`config.mk`:
```
export PLATFORM = sky130hd
export DESIGN_NAME = ifetch_flat
export DESIGN_NICKNAME = d
export VERILOG_FILES = /design/src/rtl/ifetch_if.sv /design/src/rtl/ifetch.sv /design/src/flat_wrapper.sv
export SDC_FILE = /design/constraint.sdc
export NUM_CORES = 1
export LEC_CHECK = 0
export CELL_PAD_IN_SITES_DETAIL_PLACEMENT = 1
export CELL_PAD_IN_SITES_GLOBAL_PLACEMENT = 2
export CORE_MARGIN = 2
export CORE_UTILIZATION = 43
export CTS_CLUSTER_DIAMETER = 120
export DETAILED_ROUTE_END_ITERATION = 12
export PLACE_DENSITY_LB_ADDON = 0.1
export SLEW_MARGIN = 25
export SYNTH_ARGS = -nofsm -noshare
export SYNTH_HDL_FRONTEND = slang
export SYNTH_SLANG_ARGS = --single-unit
```
`constraint.sdc`:
```
create_clock -name clk -period 7.1 [get_ports clk]
set_input_delay 0.71 -clock clk [delete_from_list [all_inputs] [get_ports clk]]
set_output_delay 0.71 -clock clk [all_outputs]
set_load 0.01 [all_outputs]
```
`src/rtl/ifetch_if.sv`:
```
// Fetch-stage bus bundle: instruction memory port, branch redirect and the decode handshake.
// master = ifetch side, slave = memory/execute/decode side.
interface ifetch_if #(parameter int XLEN = 32);
  logic            imem_req_o;
  logic [XLEN-1:0] imem_addr_o;
  logic            imem_gnt_i;
  logic            imem_rvalid_i;
  logic [XLEN-1:0] imem_rdata_i;
  logic            imem_err_i;
  logic            branch_v_i;
  logic [XLEN-1:0] branch_target_i;
  logic            line0_valid_o;
  logic            line0_ready_i;
  logic [XLEN-1:0] line0_instr_o;
  logic [XLEN-1:0] line0_pc_o;
  logic            line0_fetch_fault_o;

  modport master (
    output imem_req_o, imem_addr_o,
    input  imem_gnt_i, imem_rvalid_i, imem_rdata_i, imem_err_i,
    input  branch_v_i, branch_target_i,
    output line0_valid_o, line0_instr_o, line0_pc_o, line0_fetch_fault_o,
    input  line0_ready_i
  );

  modport slave (
    input  imem_req_o, imem_addr_o,
    output imem_gnt_i, imem_rvalid_i, imem_rdata_i, imem_err_i,
    output branch_v_i, branch_target_i,
    input  line0_valid_o, line0_instr_o, line0_pc_o, line0_fetch_fault_o,
    output line0_ready_i
  );
endinterface

```
`src/rtl/ifetch.sv`:
```
// Instruction fetch: owns the PC, issues credit-limited in-order imem requests, buffers results for decode.
// Optional feature macro IFETCH_BYPASS_EN: forward a response straight to decode when the buffer is empty.
module ifetch #(
  parameter int              XLEN       = 32,
  parameter logic [XLEN-1:0] RESET_PC   = '0,
  parameter int              FIFO_DEPTH = 4
) (
  input logic      clk,
  input logic      resetn,
  ifetch_if.master bus
);
  localparam int AW = $clog2(FIFO_DEPTH);
  localparam int CW = AW + 1;

  typedef struct packed {
    logic [XLEN-1:0] pc;
    logic [XLEN-1:0] instr;
    logic            fault;
  } entry_t;

  logic [XLEN-1:0] fetch_pc_q, fetch_pc_d;
  logic [CW-1:0]   out_q, out_d, disc_q, disc_d, cnt_q, cnt_d;
  logic [AW-1:0]   rd_q, rd_d, wr_q, wr_d, pq_rd_q, pq_rd_d, pq_wr_q, pq_wr_d;
  entry_t          fifo_q [FIFO_DEPTH];
  logic [XLEN-1:0] pcq_q  [FIFO_DEPTH];

  logic [CW+1:0] inflight;
  logic          req, grant, drop, take, push, pop, empty, valid;
  entry_t        resp, head;
  logic          unused_tgt_lsb;

  // Every in-flight or buffered word holds a FIFO slot, so a granted word always has room.
  assign inflight = {2'b00, out_q} + {2'b00, cnt_q} + {2'b00, disc_q};
  assign req      = resetn && !bus.branch_v_i && (inflight < (CW+2)'(FIFO_DEPTH));
  assign grant    = req && bus.imem_gnt_i;
  assign drop     = bus.imem_rvalid_i && (bus.branch_v_i || disc_q != '0);
  assign take     = bus.imem_rvalid_i && !drop;
  assign empty    = (cnt_q == '0);
  assign resp     = '{pc: pcq_q[pq_rd_q],
                      instr: bus.imem_err_i ? '0 : bus.imem_rdata_i,
                      fault: bus.imem_err_i};

`ifdef IFETCH_BYPASS_EN
  logic byp;
  assign byp   = take && empty;
  assign head  = byp ? resp : fifo_q[rd_q];
  assign valid = !empty || byp;
  assign push  = take && !(byp && bus.line0_ready_i);
  assign pop   = !empty && bus.line0_ready_i && !bus.branch_v_i;
`else
  assign head  = fifo_q[rd_q];
  assign valid = !empty;
  assign push  = take;
  assign pop   = valid && bus.line0_ready_i && !bus.branch_v_i;
`endif

  assign bus.imem_req_o          = req;
  assign bus.imem_addr_o         = fetch_pc_q;
  assign bus.line0_valid_o       = valid;
  assign bus.line0_instr_o       = valid ? head.instr : '0;
  assign bus.line0_pc_o          = valid ? head.pc    : '0;
  assign bus.line0_fetch_fault_o = valid && head.fault;
  assign unused_tgt_lsb          = ^bus.branch_target_i[1:0];

  always_comb begin
    fetch_pc_d = grant ? fetch_pc_q + XLEN'(4) : fetch_pc_q;
    out_d      = out_q + CW'(grant) - CW'(take);
    disc_d     = disc_q - CW'(drop);
    cnt_d      = cnt_q + CW'(push) - CW'(pop);
    wr_d       = wr_q + AW'(push);
    rd_d       = rd_q + AW'(pop);
    pq_wr_d    = pq_wr_q + AW'(grant);
    pq_rd_d    = pq_rd_q + AW'(take);
    if (bus.branch_v_i) begin
      // Everything still due back from memory belongs to the old path.
      fetch_pc_d = {bus.branch_target_i[XLEN-1:2], 2'b00};
      disc_d     = out_q + disc_q - CW'(bus.imem_rvalid_i);
      out_d      = '0;
      cnt_d      = '0;
      wr_d       = '0;
      rd_d       = '0;
      pq_wr_d    = '0;
      pq_rd_d    = '0;
    end
  end

  always_ff @(posedge clk or negedge resetn) begin
    if (!resetn) begin
      fetch_pc_q <= {RESET_PC[XLEN-1:2], 2'b00};
      out_q      <= '0;
      disc_q     <= '0;
      cnt_q      <= '0;
      wr_q       <= '0;
      rd_q       <= '0;
      pq_wr_q    <= '0;
      pq_rd_q    <= '0;
    end else begin
      fetch_pc_q <= fetch_pc_d;
      out_q      <= out_d;
      disc_q     <= disc_d;
      cnt_q      <= cnt_d;
      wr_q       <= wr_d;
      rd_q       <= rd_d;
      pq_wr_q    <= pq_wr_d;
      pq_rd_q    <= pq_rd_d;
    end
  end

  always_ff @(posedge clk) begin
    if (push)  fifo_q[wr_q]   <= resp;
    if (grant) pcq_q[pq_wr_q] <= fetch_pc_q;
  end

  a_no_stray_rvalid: assert property (@(posedge clk) disable iff (!resetn)
    bus.imem_rvalid_i |-> (out_q != '0 || disc_q != '0));
endmodule

```
`src/flat_wrapper.sv`:
```
// flat-port wrapper written by rule: the top's interface ports become plain ports
module ifetch_flat 
#(
  parameter int              XLEN       = 32,
  parameter logic [XLEN-1:0] RESET_PC   = '0,
  parameter int              FIFO_DEPTH = 4
)
  (clk, resetn, bus_imem_req_o, bus_imem_addr_o, bus_imem_gnt_i, bus_imem_rvalid_i, bus_imem_rdata_i, bus_imem_err_i, bus_branch_v_i, bus_branch_target_i, bus_line0_valid_o, bus_line0_instr_o, bus_line0_pc_o, bus_line0_fetch_fault_o, bus_line0_ready_i);
  ifetch_if #(.XLEN(XLEN)) bus_i ();
  input logic clk;
  input logic resetn;
  output wire logic [$bits(bus_i.imem_req_o)-1:0] bus_imem_req_o;
  output wire logic [$bits(bus_i.imem_addr_o)-1:0] bus_imem_addr_o;
  input wire logic [$bits(bus_i.imem_gnt_i)-1:0] bus_imem_gnt_i;
  input wire logic [$bits(bus_i.imem_rvalid_i)-1:0] bus_imem_rvalid_i;
  input wire logic [$bits(bus_i.imem_rdata_i)-1:0] bus_imem_rdata_i;
  input wire logic [$bits(bus_i.imem_err_i)-1:0] bus_imem_err_i;
  input wire logic [$bits(bus_i.branch_v_i)-1:0] bus_branch_v_i;
  input wire logic [$bits(bus_i.branch_target_i)-1:0] bus_branch_target_i;
  output wire logic [$bits(bus_i.line0_valid_o)-1:0] bus_line0_valid_o;
  output wire logic [$bits(bus_i.line0_instr_o)-1:0] bus_line0_instr_o;
  output wire logic [$bits(bus_i.line0_pc_o)-1:0] bus_line0_pc_o;
  output wire logic [$bits(bus_i.line0_fetch_fault_o)-1:0] bus_line0_fetch_fault_o;
  input wire logic [$bits(bus_i.line0_ready_i)-1:0] bus_line0_ready_i;
  assign bus_imem_req_o = bus_i.imem_req_o;
  assign bus_imem_addr_o = bus_i.imem_addr_o;
  assign bus_i.imem_gnt_i = bus_imem_gnt_i;
  assign bus_i.imem_rvalid_i = bus_imem_rvalid_i;
  assign bus_i.imem_rdata_i = bus_imem_rdata_i;
  assign bus_i.imem_err_i = bus_imem_err_i;
  assign bus_i.branch_v_i = bus_branch_v_i;
  assign bus_i.branch_target_i = bus_branch_target_i;
  assign bus_line0_valid_o = bus_i.line0_valid_o;
  assign bus_line0_instr_o = bus_i.line0_instr_o;
  assign bus_line0_pc_o = bus_i.line0_pc_o;
  assign bus_line0_fetch_fault_o = bus_i.line0_fetch_fault_o;
  assign bus_i.line0_ready_i = bus_line0_ready_i;
  ifetch #(.XLEN(XLEN), .RESET_PC(RESET_PC), .FIFO_DEPTH(FIFO_DEPTH)) u_core (.clk(clk), .resetn(resetn), .bus(bus_i));
endmodule
```
==> results.py <==
metrics = {
    "floorplan": {
        "fp-row-count": 72,
        "io_pins": 170,
        "die_area_um2": 41100,
        "die_x_um": 203,
        "coreArea_um2": 38800,
        "die_h_um": 203,
        "start_util_pct": 43.8,
    },
    "critical_path": {
        "critPathKind": "reg -> out",
        "reg2reg_from": "u_core.cnt_q[0]",
        "cp.arrival_ps": 3960,
        "critPathMaxFanout": 13,
        "cp_data_required_time_ps": 6390,
        "worstSetupStartpointType": "flop",
        "end_kind": "primary output",
        "cp-startpoint": "u_core.cnt_q[0]",
    },
    "logic_synthesis": {
        "ys_ff_latch": 419,
        "syn_area_per_cell_um2": 18.3,
        "yosys_warnings": 0,
        "synthFlopType": "edfxtp_1",
        "synth_edf_count": 372,
        "seq_area_frac_synth_pct": 72.7,
        "synth_area_um2": 17000,
        "postSynthCellCount": 926,
        "synth_cell_types": 47,
        "synthArstFlopShare_pct": 11.2,
    },
    "clock_tree": {
        "insertion_delay_ps": 540,
        "cts_buffers": 45,
        "postCtsSetupRepairBufs": 0,
        "cts_root_buf": "clkbuf_16",
        "ctsLongestPathBuffers": 3,
        "cts_tree": "yes",
        "cts_resized": 0,
        "htree_levels": 2,
        "cts_sinks": 419,
        "clk_pin_slew_worst_paths_ps": 60,
        "cts_hold_buf": 0,
    },
    "drt": {
        "drc": 0,
        "vias": 8880,
        "avgViaCountPerCell": 5.35,
        "wl_per_cell_um": 22.6,
        "drtAntennaViolNets": 0,
        "drt-initial-drc-count": 420,
        "firstDrtPassIters": 5,
        "drt_wl_total_um": 37500,
    },
    "sta": {
        "period_share_pct": 65.8,
        "clock.fmax_mhz": 214,
        "finalCriticalPeriod_ps": 4670,
        "clock_skew_ps": 15.7,
        "final-setup-viol-count": 0,
        "finalSetupTns_ps": 0,
        "slew_viol_final": 0,
        "relSlewSlack_pct": 33.6,
        "rsz0062_at_grt": "no",
        "setup_ws_ps": 2430,
        "hold_viol_final": 0,
        "tightest_slew_ps": 996,
    },
    "pwr": {
        "irDropWorstVdd_uv": 182,
        "p_leak_nw": 6.79,
        "cellPowerDensity_nw_per_um2": 310,
    },
    "placement": {
        "place_worst_setup_slack_ps": 2630,
        "dp_hpwl_um": 22400,
        "port_buffers": 163,
        "gp_congestion": 0.796,
    },
    "run": {
        "cap_violations": 0,
    },
    "cells_and_area": {
        "diodes": 0,
        "nNetsFinal": 1203,
        "final_layout_size_suffix_gt1_share_pct": 16.3,
        "syn2layout_area_growth_pct": 21.5,
    },
    "global_routing": {
        "met2_usage_pct": 32.0,
        "grt-ovfl-total": 0,
        "antenna_found_initial": 0,
        "grt_first_pass_wirelength_um": 58400,
        "grt.busiest_layer": "met2",
        "track_usage_pct": 18.7,
        "grt_use_met3_pct": 2.79,
        "use_met1_pct": 25.3,
        "grt_pass1_vias": 9721,
        "grt_max_degree": 66,
    },
    "hold_path": {
        "worst_hold_path_type": "in -> async",
    },
    "status": {
        "outcome": "finished clean",
    },
}
==> cell type report <==
class | instances | area [um2]
multi-input cells | 441 | 4420
flip-flops and latches | 419 | 12400
well taps | 518 | 648
repair buffers | 178 | 1760
fillers | 3548 | 18200
clock inverters | 20 | 158
clock buffers | 59 | 1220
inverters | 24 | 90.1
==> per-layer routing <==
layer | vias up | part of all wire [%]
met5 | - | 0
met4 | 0 | 1.7
met3 | 49 | 4.4
met2 | 222 | 50
met1 | 4623 | 44
li1 | 3986 | -
==> synth_stat cells, types with 4 or more instances <==
cell	instances	share of area (%)
edfxtp_1	372	66
mux4_2	93	12
and2_1	67	2.5
dfrtp_1	47	6.9
nand2_1	46	1.0
nor2b_1	40	1.5
clkbuf_1	28	0.62
inv_1	24	0.53
ha_1	19	1.4
o21ai_0	19	0.56
nor2_1	17	0.38
nand3_1	16	0.47
a21oi_1	13	0.38
nand4_1	13	0.48
buf_1	12	0.27
o211ai_1	11	0.49
xnor2_1	10	0.52
nor3_1	9	0.27
xor2_1	8	0.41
and3_1	6	0.22
or3_1	6	0.22
o311ai_0	5	0.26
a21o_1	4	0.18
buf_4	4	0.18
fa_1	4	0.47
nor4_1	4	0.15
==> registers in the layout (all words and copies together) (netlist names) <==
name	flops
u_core.cnt_q	3
u_core.pcq_q	120
u_core.fifo_q	252
u_core.wr_q	2
u_core.pq_wr_q	2
u_core.rd_q	2
u_core.pq_rd_q	2
u_core.out_q	3
u_core.disc_q	3
u_core.bus.imem_addr_o	30
==> power breakdown <==
group	internal [mW]	switching (mW)
registers	2.85	0.147
clock network	1.28	0.908
logic	0.641	0.580
total	4.77	1.63
==> critical path: stages, from the launching register on <==
cell,delay [ps]
dfrtp_1,400
ha_1,240
fa_1,390
xor2_1,170
ha_1,280
or4b_4,530
nor4b_4,640
and2_1,240
clkdlybuf4s50_1,540
==> metrics by stage <==
stage / instances / power [mW] / utilization, % / cell area, um2 / hold WS, ps
after floorplan: 929 / 3.67 / - / 17000 / 414
after global placement: 1580 / 4.28 / 49.6 / 19300 / 501
after detailed placement: 1580 / 4.30 / 49.6 / 19300 / 515
after CTS: 1659 / 6.50 / 53.2 / 20600 / 312
after global routing: 1659 / 6.69 / 53.2 / 20600 / 359
final: 1659 / 6.40 / 53.2 / 20600 / 293
==> worst paths after layout <==
check                                                  end  slack, ps  cells past startpoint
worst max-delay path                        bus_imem_req_o       2430                      8
worst min-delay path            u_core.bus.imem_addr_o[25]        290                      2
worst max register to register         u_core.pcq_q[3][27]       2690                      9
worst min register to register            u_core.disc_q[2]        520                      1
max in group asynchronous                   u_core.rd_q[0]       6290                      2
min in group clk                          u_core.disc_q[2]        520                      1
==> placed cells by master, fill, tap and decap left out, drive strengths merged, types with 17 or more instances in the layout <==
master / instances
nand2: 46
and2: 67
nor2b: 40
buf: 17
mux4: 93
edfxtp: 372
ha: 19
inv: 25
nor2: 17
dfrtp: 47
o21ai: 19
clkdlybuf4s50: 161
clkbuf: 59
nand3: 17
clkinv: 17
==> kinds of logic (layout without fill, tap and decap cells) <==
kind of cell | count (synthesis) | after routing | share of synthesized area, %
xor+xnor | 18 | 18 | 0.928
other cells | 1 | 4 | 0.0221
simple gates | 239 | 239 | 8.03
flops | 419 | 419 | 72.7
fa+ha+maj | 23 | 23 | 1.87
compound gates | 60 | 60 | 2.25
buf+inv | 69 | 281 | 1.66
mux | 97 | 97 | 12.6
(Power assumes the default switching activity.)
